<file path="src/rtl/display_scan_ctrl.sv">
// Multiplexed 7-segment scan controller feeding a shared registered decoder.
// Optional leading-zero blanking is enabled by defining LEADING_ZERO_BLANK_EN.
module display_scan_ctrl #(
  parameter int DIGITS       = 4,
  parameter int PRESCALE     = 50000,
  parameter int BLANK_CYCLES = 16
) (
  input  logic                  clock,
  input  logic                  reset,
  input  logic [4*DIGITS-1:0]   valor,
  input  logic                  load,
  output logic                  ack,
  output logic [3:0]            numero,
  output logic [DIGITS-1:0]     anodo,
  output logic                  frame_start
);
  localparam int CW = $clog2(PRESCALE);
  localparam int IW = $clog2(DIGITS);
  localparam logic [CW-1:0] CNT_LAST  = CW'(PRESCALE - 1);
  localparam logic [CW-1:0] BLNK_LAST = CW'(BLANK_CYCLES - 1);
  localparam logic [IW-1:0] IDX_LAST  = IW'(DIGITS - 1);

  typedef enum logic {BLANK, SHOW} state_e;

  state_e                state_q, state_d;
  logic [CW-1:0]         cnt_q, cnt_d;
  logic [IW-1:0]         idx_q, idx_d;
  logic                  started_q, started_d;
  logic [4*DIGITS-1:0]   disp_q, disp_d, shadow_q, shadow_d;
  logic                  pending_q, pending_d;
  logic                  boundary, xfer;
  logic [3:0]            code;
  logic [DIGITS-1:0]     anodo_d;
  logic [3:0]            numero_q;
  logic [DIGITS-1:0]     anodo_q;
  logic                  ack_q, frame_start_q;

  // The first edge after reset only launches slot 0 of digit 0; counting
  // starts on the following edge so counters stay aligned with the outputs.
  always_comb begin
    state_d   = state_q;
    cnt_d     = cnt_q;
    idx_d     = idx_q;
    started_d = 1'b1;
    boundary  = 1'b0;
    if (started_q) begin
      cnt_d = (cnt_q == CNT_LAST) ? '0 : cnt_q + CW'(1);
      case (state_q)
        BLANK: if (cnt_q == BLNK_LAST) state_d = SHOW;
        SHOW: if (cnt_q == CNT_LAST) begin
          state_d = BLANK;
          if (idx_q == IDX_LAST) begin
            idx_d    = '0;
            boundary = 1'b1;
          end else begin
            idx_d = idx_q + IW'(1);
          end
        end
        default: state_d = BLANK;
      endcase
    end
  end

  // A load landing on the frame boundary goes straight to disp.
  always_comb begin
    xfer      = boundary && (pending_q || load);
    disp_d    = xfer ? (load ? valor : shadow_q) : disp_q;
    shadow_d  = (load && !boundary) ? valor : shadow_q;
    pending_d = boundary ? 1'b0 : (load ? 1'b1 : pending_q);
  end

`ifdef LEADING_ZERO_BLANK_EN
  logic [DIGITS-1:0] lz;
  logic              run;
  always_comb begin
    lz  = '0;
    run = 1'b1;
    for (int k = DIGITS - 1; k >= 1; k--) begin
      run   = run && (disp_d[4*k +: 4] == 4'd0);
      lz[k] = run;
    end
  end
`endif

  // Decoder code and anode pattern for the cycle being launched.
  always_comb begin
    code = disp_d[{idx_d, 2'b00} +: 4];
`ifdef LEADING_ZERO_BLANK_EN
    if (lz[idx_d]) code = 4'b1011;
`endif
    anodo_d = '1;
    if (state_d == SHOW) anodo_d[idx_d] = 1'b0;
  end

  always_ff @(posedge clock or posedge reset) begin
    if (reset) begin
      state_q       <= BLANK;
      cnt_q         <= '0;
      idx_q         <= '0;
      started_q     <= 1'b0;
      disp_q        <= '0;
      shadow_q      <= '0;
      pending_q     <= 1'b0;
      numero_q      <= 4'b1011;
      anodo_q       <= '1;
      ack_q         <= 1'b0;
      frame_start_q <= 1'b0;
    end else begin
      state_q       <= state_d;
      cnt_q         <= cnt_d;
      idx_q         <= idx_d;
      started_q     <= started_d;
      disp_q        <= disp_d;
      shadow_q      <= shadow_d;
      pending_q     <= pending_d;
      if (cnt_d == '0) numero_q <= code;
      anodo_q       <= anodo_d;
      ack_q         <= xfer;
      frame_start_q <= (cnt_d == '0) && (idx_d == '0);
    end
  end

  assign numero      = numero_q;
  assign anodo       = anodo_q;
  assign ack         = ack_q;
  assign frame_start = frame_start_q;
endmodule

</file>
<file path="config.mk">
export PLATFORM = sky130hd
export DESIGN_NAME = display_scan_ctrl
export DESIGN_NICKNAME = d
export VERILOG_FILES = /design/src/rtl/display_scan_ctrl.sv
export SDC_FILE = /design/constraint.sdc
export NUM_CORES = 1
export LEC_CHECK = 0
export CAP_MARGIN = 20
export CORE_MARGIN = 1
export CORE_UTILIZATION = 30
export DETAILED_ROUTE_END_ITERATION = 6
export MAX_ROUTING_LAYER = met4
export SETUP_SLACK_MARGIN = 0.5
export SYNTH_ARGS = -nofsm -noshare
export SYNTH_HDL_FRONTEND = slang
export SYNTH_SLANG_ARGS = --single-unit
</file>
<file path="constraint.sdc">
create_clock -name clock -period 2.5 [get_ports clock]
set_input_delay 0.375 -clock clock [delete_from_list [all_inputs] [get_ports clock]]
set_output_delay 0.375 -clock clock [all_outputs]
set_load 0.02 [all_outputs]
</file>
* Word-level counts from Yosys, hierarchy flattened *
Index checks and enable logic that the tools add are counted.
W data, S select, Z words.

word-level totals
  output and inout port bits = 10
  register bits after elaboration = 63
  input bits = 19
  word-level logic and storage cells = 51

cells by class
  magnitude comparators = 2
  eq/ne operators = 3
  muxes and demuxes = 21
  add/subtract/negate cells = 2
  bitwise operators = 2
  shift-type cells = 1
  reductions and logical operators = 9

operators with widths
  kind                     count
  $mux W16                 4
  $add A16 B1 Y16 const B  1
  $eq A16 B16 Y1 const B   1
  $eq A16 B4 Y1 const B    1
  $logic_not A16 Y1        1
  $shiftx A16 B5 Y4        1
  $mux W1                  10
  $mux W2                  4
  $logic_and A1 B1 Y1      4
  $mux W4                  1
  $not A4 Y4               1
  $lt A2 B3 Y1 const B     1
  $add A2 B1 Y2 const B    1
  $demux W1 S2             1
  $eq A2 B2 Y1 const B     1
  $ge A2 B1 Y1 const B     1
  $logic_not A2 Y1         1
  $pmux W1 S2              1
  $reduce_bool A2 Y1       1
  $logic_not A1 Y1         1
  $logic_or A1 B1 Y1       1
  $not A1 Y1               1

* Logic depth before layout (Yosys ltp) *
Gate-level depths: netlist (run 1).

  depth in word-level cells = 11
  depth in mapped cells = 10
  mapped depth without buffers = 7

* Least setup slack after synthesis (run 1) *
No wires, ideal clock.

  path type = register to register
  start = register cnt_q[0]
  end = register numero_q[2], in the netlist numero[2]
  buffers on the path = 0
  data arrival time = 2300 ps
  required time = 2375 ps
  cell stages (with the launch flop) = 8
  period minus slack after synthesis = 2425 ps
  slack = 75 ps
  cell sequence = dfrtp_1 ha_1 nand4_1 nor3_1 mux2_2 a2bb2oi_1 a2111oi_4 mux2_2

on the way
  word-level cells in the longest chain between the ends = 7
  elaborated cells on any way between the ends = 14
  those cells by class = add/sub (1); eq/ne (1); shift (1); mux (9); reduce/logical (2)

ends and longest elaborated chain
  what                    RTL line  source
  from (decl)             26        logic [CW-1:0] cnt_q, cnt_d;
  from (signal assigned)  110       cnt_q <= cnt_d;
  $eq A16 B16 Y1          47, 50
  $mux W1                 50        SHOW: if (cnt_q == CNT_LAST) begin
  $mux W1                 48        case (state_q)
  $mux W1                 46        if (started_q) begin
  $logic_and A1 B1 Y1     66        xfer = boundary && (pending_q || load);
  $mux W16                67        disp_d = xfer ? (load ? valor : shadow_q) : disp_q;
  $shiftx A16 B5 Y4       87        code = disp_d[{idx_d, 2'b00} +: 4];
  to (signal assigned)    116       if (cnt_d == '0) numero_q <= code;
  to (decl)               34        logic [3:0] numero_q;

Parallel ways exist; a longest one is shown, timed or not.
A chain may end at the register's enable or synchronous reset.

* Final worst setup path (run 1) *
  start = register cnt_q[4]
  end = register numero_q[2], in the netlist numero[2]

The elaborated chain is that of the path after synthesis.

==> flow_summary_export.csv, run 1 <==
group,metric,value,unit
sta,fin_ws,56.0,ps
worst_setup_path,crit_start,"cnt_q[4]",
sta,rsz0062_at_grt,"yes",
detailed_routing,drt_iter0_drc,161,
hold_path,min-delay-path-class,"in -> async",
synth,yosys.cell_count.top_type,"dfrtp_1",
worst_setup_path,reg2reg_slack,60,ps
synth,synth.area.top_cells,"dfrtp_1, mux2_2, dfstp_2",
synth,ys_seq_elements,63,
sta,worst_pin_slew,562,ps
synth,synth_top_cell_by_area,"dfrtp_1",
pwr,ir_worst_vdd,0.000283,V
die,rows,37,
detailed_routing,via_per_inst,5.15,
place,portBuffers,28,
worst_setup_path,r2r-end,"numero[2]",
clock_tree,clkSinkCount,63,
die,io_pins,29,
global_routing,grt_max_degree,38,
worst_setup_path,start_kind,"flop",
die,start_util,30.8,%
synth,ys_seq_area_share,49.8,%
detailed_routing,ant_nets,0,
clock_tree,clkLatencyLatePin,360,ps
sta,hold_violations,0,
cells_and_area,antenna_cells,0,
synth,synthFlopType,"dfrtp_1",
sta,period_minus_slack,2440,ps
synth,syn_inst,279,
detailed_routing,wl_per_cell,16.7,µm
detailed_routing,firstDrtPassIters,4,
cells_and_area,fin_nets,365,
synth,syn_area,3180,µm²
die,die_area,11000,µm²
sta,setup_viol,0,
sta,tns,0,ps
cells_and_area,fin_util,41.6,%
sta,fmax,409,MHz
cells_and_area,final_area,4290,µm²
synth,synthDistinctLibCells,47,
status,outcome,"finished clean",
place,dp_hpwl,5.26,mm
worst_setup_path,cp-endpoint,"numero[2]",
cells_and_area,drive_above_1_share,32.7,%
synth,syn_nets,300,
synth,synth.top_cells.by_count,"dfrtp_1, a21oi_1, mux2_2, nand2_1, mux2i_1",
cells_and_area,area_growth,34.8,%
place,gp_congestion,0.863,
clock_tree,clk_pin_slew_worst_paths,70,ps
die,core-area,10300,µm²
global_routing,grt-ovfl-total,0,
worst_setup_path,cp.required,2740,ps
sta,worst_clock_skew,11.8,ps
place,dpl_cell_area,3780,µm²
clock_tree,cts_buffers,9,
synth,synth-edff-count,0,
flow_run,drv_cap,0,
global_routing,antenna_found_initial,0,
global_routing,grt_usage,16.2,%
detailed_routing,routed_wl,8.09,mm
detailed_routing,post-route-drc-count,0,
clock_tree,h-tree-depth,3,
clock_tree,cts_max_path_buffers,2,
pwr,p_per_area,654,nW/µm²
clock_tree,clockRootBuffer,"clkbuf_8",
global_routing,grt_pass1_vias,2568,
clock_tree,cts_tree,"built",
sta,finalCritPeriodShare,97.8,%
synth,yosys_warnings,0,
sta,maxSlewHeadroom,62.4,%
sta,slew_violations,0,
die,die_h,105,µm
worst_setup_path,arrival,2690,ps
detailed_routing,num_vias,2498,
pwr,p_leak,0.00192,µW
worst_setup_path,path_class,"reg -> reg",
worst_setup_path,r2r_start,"cnt_q[4]",
synth,synth_top_area_share,44.0,%
synth,synth-async-reset-ratio,100,%
worst_setup_path,end_kind,"flop",
place,dp_slack,11.9,ps
die,die_w,105,µm
synth,avgSynthCellArea,11.4,µm²
worst_setup_path,cp_max_fo,7,
global_routing,grt_pass1_wl,13.3,mm
worst_setup_path,reg2reg_depth,9,
logic make-up (layout without fill, tap and decap cells):
kind of cell	Yosys count	in the layout	synth area share (%)
xor+xnor	14	14	3.85
buf+inv	19	88	3.42
compound gates	66	66	14.7
fa+ha+maj	2	2	0.786
flops	63	63	49.8
other cells	1	1	0.118
mux	41	41	13.8
simple gates	73	74	13.4
report_power, final:
group	internal, µW	switching (µW)
sequential	1120	103
clock	512	404
combinational	351	315
total	1990	823
critical path, stage by stage, from the launching register on:
cell	delay, ps
dfrtp_1	410
nor4_4	310
buf_4	170
nand3_4	120
nor3_4	250
buf_12	150
buf_4	150
a221oi_1	80
a2111o_1	420
mux2_4	260
metal layers:
metal	global-route usage (%)	up-vias	wire [µm]
met2	23.4	60	3530
met1	21.7	1239	4050
met4	8.75	0	227
met3	2.81	18	276
met5	-	-	0
li1	-	1181	-
how the worst min path moves through the flow:
stage / start / endpoint / cells after the start / slack [ps]
6_report: reset / shadow_q[2] / 3 / 400
2_1_floorplan: pending_q / pending_q / 1 / 460
4_1_cts: reset / frame_start / 3 / 400
3_5_place_dp: pending_q / pending_q / 1 / 490
3_3_place_gp: pending_q / pending_q / 1 / 490
5_1_grt: reset / cnt_q[8] / 3 / 440
repair_timing:
item	in CTS	in global routing
resized for setup	19	23
buffers inserted	13	0
setup endpoints to repair	22	23
hold endpoints to repair	0	0
gates cloned	2	0
pin swaps	11	1
hold buffers	0	0
cell usage in the layout, fill, tap and decap left out, types with 3 or more instances in the layout:
cell type,instances
xnor2_1,8
a21oi_1,34
dfrtp_2,4
nand2_1,16
dfrtp_1,52
nand3_1,5
clkdlybuf4s50_1,28
mux2i_1,17
buf_6,3
a2111o_1,4
and2_1,3
a221oi_1,10
and4_1,3
mux2_2,6
dfstp_2,7
xor2_1,6
mux2_4,18
nor2_1,8
buf_4,36
and3_1,3
nor3_1,5
clkbuf_8,11
nand4_1,9
cell type report:
class,instances,area [µm²]
Fill cell,987,6030
Tap cell,136,170
Clock buffer,11,151
Sequential cell,63,1590
Timing Repair Buffer,69,637
Multi-Input combinational cell,198,1680
Clock inverter,5,56.3
Inverter,3,11.3
through the flow:
stage	total power, µW	hold WS, ps	cells
3_3_place_gp	1800	485	454
6_report	2810	399	485
5_1_grt	2960	437	485
3_5_place_dp	1820	489	454
2_1_floorplan	1620	465	279
4_1_cts	2800	402	485
flip-flops by register name (all words and copies together) (netlist names), 2 cells and up:
name      flops
anodo         4
cnt_q        16
disp_q       16
shadow_q     16
numero        4
idx_q         2
Power figures use the tool's default switching activity.
==> run 2, diff against run 1 <==
CORE_UTILIZATION = 52   (was 30)
PLACE_DENSITY = 0.76   (was unset)
==> run 2 against run 1 <==
  * The flow now finishes with violations (negative setup slack)
  * Total power down 4.2%
  * Global-route usage up 10 points
  * Largest cell class unchanged
  * Via count up 4.5%
  * Largest power group unchanged
  * Fmax down 2.3%
  * Clock-buffer cell count up 3
  * Utilization up 28 points
  * Routed wire length down 2.8%
  * Final cell count down 14%
  * Clock power down 17%
==> flow_summary_export.csv, run 2 (synthesis results as in run 1) <==
group,metric,value,unit
status,outcome,"finished, violations left",
status,violations,"negative setup slack",
worst_setup_path,end_kind,"flop",
place,dpl_cell_area,3710,µm²
place,portBuffers,28,
sta,setup_viol,1,
die,io_pins,29,
pwr,clkPwrFrac,28.4,%
detailed_routing,drt_iter0_drc,207,
place,gp_congestion,0.914,
clock_tree,cts_tree,"built",
global_routing,grt-ovfl-total,0,
cells_and_area,fin_nets,360,
sta,tns,-2.31,ps
clock_tree,clkLatencyLatePin,330,ps
cells_and_area,nFillCells,425,
cells_and_area,final_area,4140,µm²
clock_tree,cts_max_path_buffers,2,
detailed_routing,num_vias,2611,
sta,fin_ws,-2.31,ps
detailed_routing,firstDrtPassIters,5,
worst_setup_path,start_kind,"flop",
die,die_h,80.2,µm
pwr,p_per_area,650,nW/µm²
pwr,ir_worst_vdd,0.000487,V
flow_run,drv_cap,0,
worst_setup_path,cp.required,2710,ps
die,core-area,5920,µm²
global_routing,antenna_found_initial,0,
cells_and_area,area_growth,30.0,%
detailed_routing,post-route-drc-count,0,
sta,worst_clock_skew,5.23,ps
sta,rsz0062_at_grt,"yes",
sta,hold_violations,0,
pwr,p_leak,0.00186,µW
detailed_routing,wl_per_cell,18.8,µm
detailed_routing,ant_nets,0,
global_routing,grt_pass1_vias,2456,
die,die_area,6440,µm²
global_routing,grt_max_degree,30,
detailed_routing,routed_wl,7.86,mm
sta,maxSlewHeadroom,61.0,%
cells_and_area,drive_above_1_share,30.9,%
pwr,pwr-share-comb,25.9,%
hold_path,min-delay-path-class,"in -> async",
clock_tree,cts_buffers,9,
sta,hold_ws,413,ps
die,die_w,80.2,µm
clock_tree,h-tree-depth,3,
pwr,seq_power_share,45.7,%
cells_and_area,most-common-layout-cells,"dfrtp_1, a21oi_1, buf_4",
clock_tree,clockRootBuffer,"clkbuf_8",
worst_setup_path,cp_max_fo,4,
cells_and_area,layout_commonest_cell,"dfrtp_1",
sta,finalCritPeriodShare,100,%
clock_tree,clk_pin_slew_worst_paths,60,ps
sta,worst_pin_slew,582,ps
cells_and_area,reg_top3,"cnt_q x16, disp_q x16, shadow_q x16",
cells_and_area,fin_util,69.9,%
clock_tree,hold_buffers,0,
sta,period_minus_slack,2500,ps
sta,fmax,400,MHz
pwr,swShare,29.3,%
cells_and_area,antenna_cells,0,
detailed_routing,via_per_inst,6.25,
worst_setup_path,path_class,"reg -> reg",
pwr,p_int,1900,µW
global_routing,grt_usage,26.4,%
place,dp_hpwl,5.11,mm
global_routing,grt_pass1_wl,12.2,mm
die,start_util,53.8,%
sta,slew_violations,0,
worst_setup_path,arrival,2720,ps
clock_tree,clkSinkCount,63,
pwr,p_switching,789,µW
die,rows,28,
==> run 2: changes by cell type in the layout (fill, tap and decap cells not counted), moves of 2 or more <==
cell      delta
buf_4        -5
mux2_2       -2
mux2_4       +2
a221oi_1     +2
a221oi_2     -2
clkbuf_1     +3
==> run 2: metrics by stage <==
step                      power, µW  setup slack [ps]  std cells
after CTS                      2630              74.8        411
after global routing           2830              -144        418
final                          2690             -2.31        418
after floorplan                1620               159        279
after global placement         1810              52.4        392
after detailed placement       1830             -32.9        392
==> run 2: worst paths after layout <==
path / start / endpoint / slack [ps] / depth (start not counted)
max in group asynchronous: reset / anodo[1] / 1410 / 3
max reg2reg: cnt_q[1] / numero[2] / -2 / 8
min reg2reg: shadow_q[6] / shadow_q[6] / 510 / 1
max: cnt_q[1] / numero[2] / -2 / 8
min: reset / cnt_q[4] / 410 / 2
min in group clock: shadow_q[6] / shadow_q[6] / 510 / 1
==> run 2: layout make-up <==
cell class	instances	area, µm²	area share, %
multi-input combinational	198	1690	40.8
sequential	63	1590	38.4
clock buffer	14	163	3.93
timing repair buffer	64	587	14.2
clock inverter	1	5.00	0.121
tap	75	93.8	2.27
inverter	3	11.3	0.272
==> run 2: metal layers <==
layer  share of wire [%]  wire length, µm  track usage [%]  up-vias
li1                    -                -                -     1177
met1                  45             3550             35.8     1302
met2                  47             3710             38.8      110
met3                 4.9              387             5.45       22
met4                 2.7              212             10.5        0
met5                   0                0                -        -
==> run 2: power by group through the flow <==
stage,combinational (µW),sequential (µW),clock (µW)
after global routing,751,1240,835
after detailed placement,595,1240,0
final,697,1230,763
after CTS,630,1220,776
after floorplan,397,1220,0
after global placement,580,1230,0
==> run 2: critical path: stages (launching register included) <==
cell and delay, ps:
dfrtp_1 400, ha_2 220, nand4_1 180, nor4_2 370, xnor2_1 180, nand4_1 180
a2111oi_4 360, buf_4 200, mux2_4 300
==> run 2: timing repair <==
action                     4_1_cts  5_1_grt
pin swaps                       10        9
gates cloned                     1        0
gates resized for setup         17       26
setup endpoints to repair       22       22
buffers inserted                 3        7
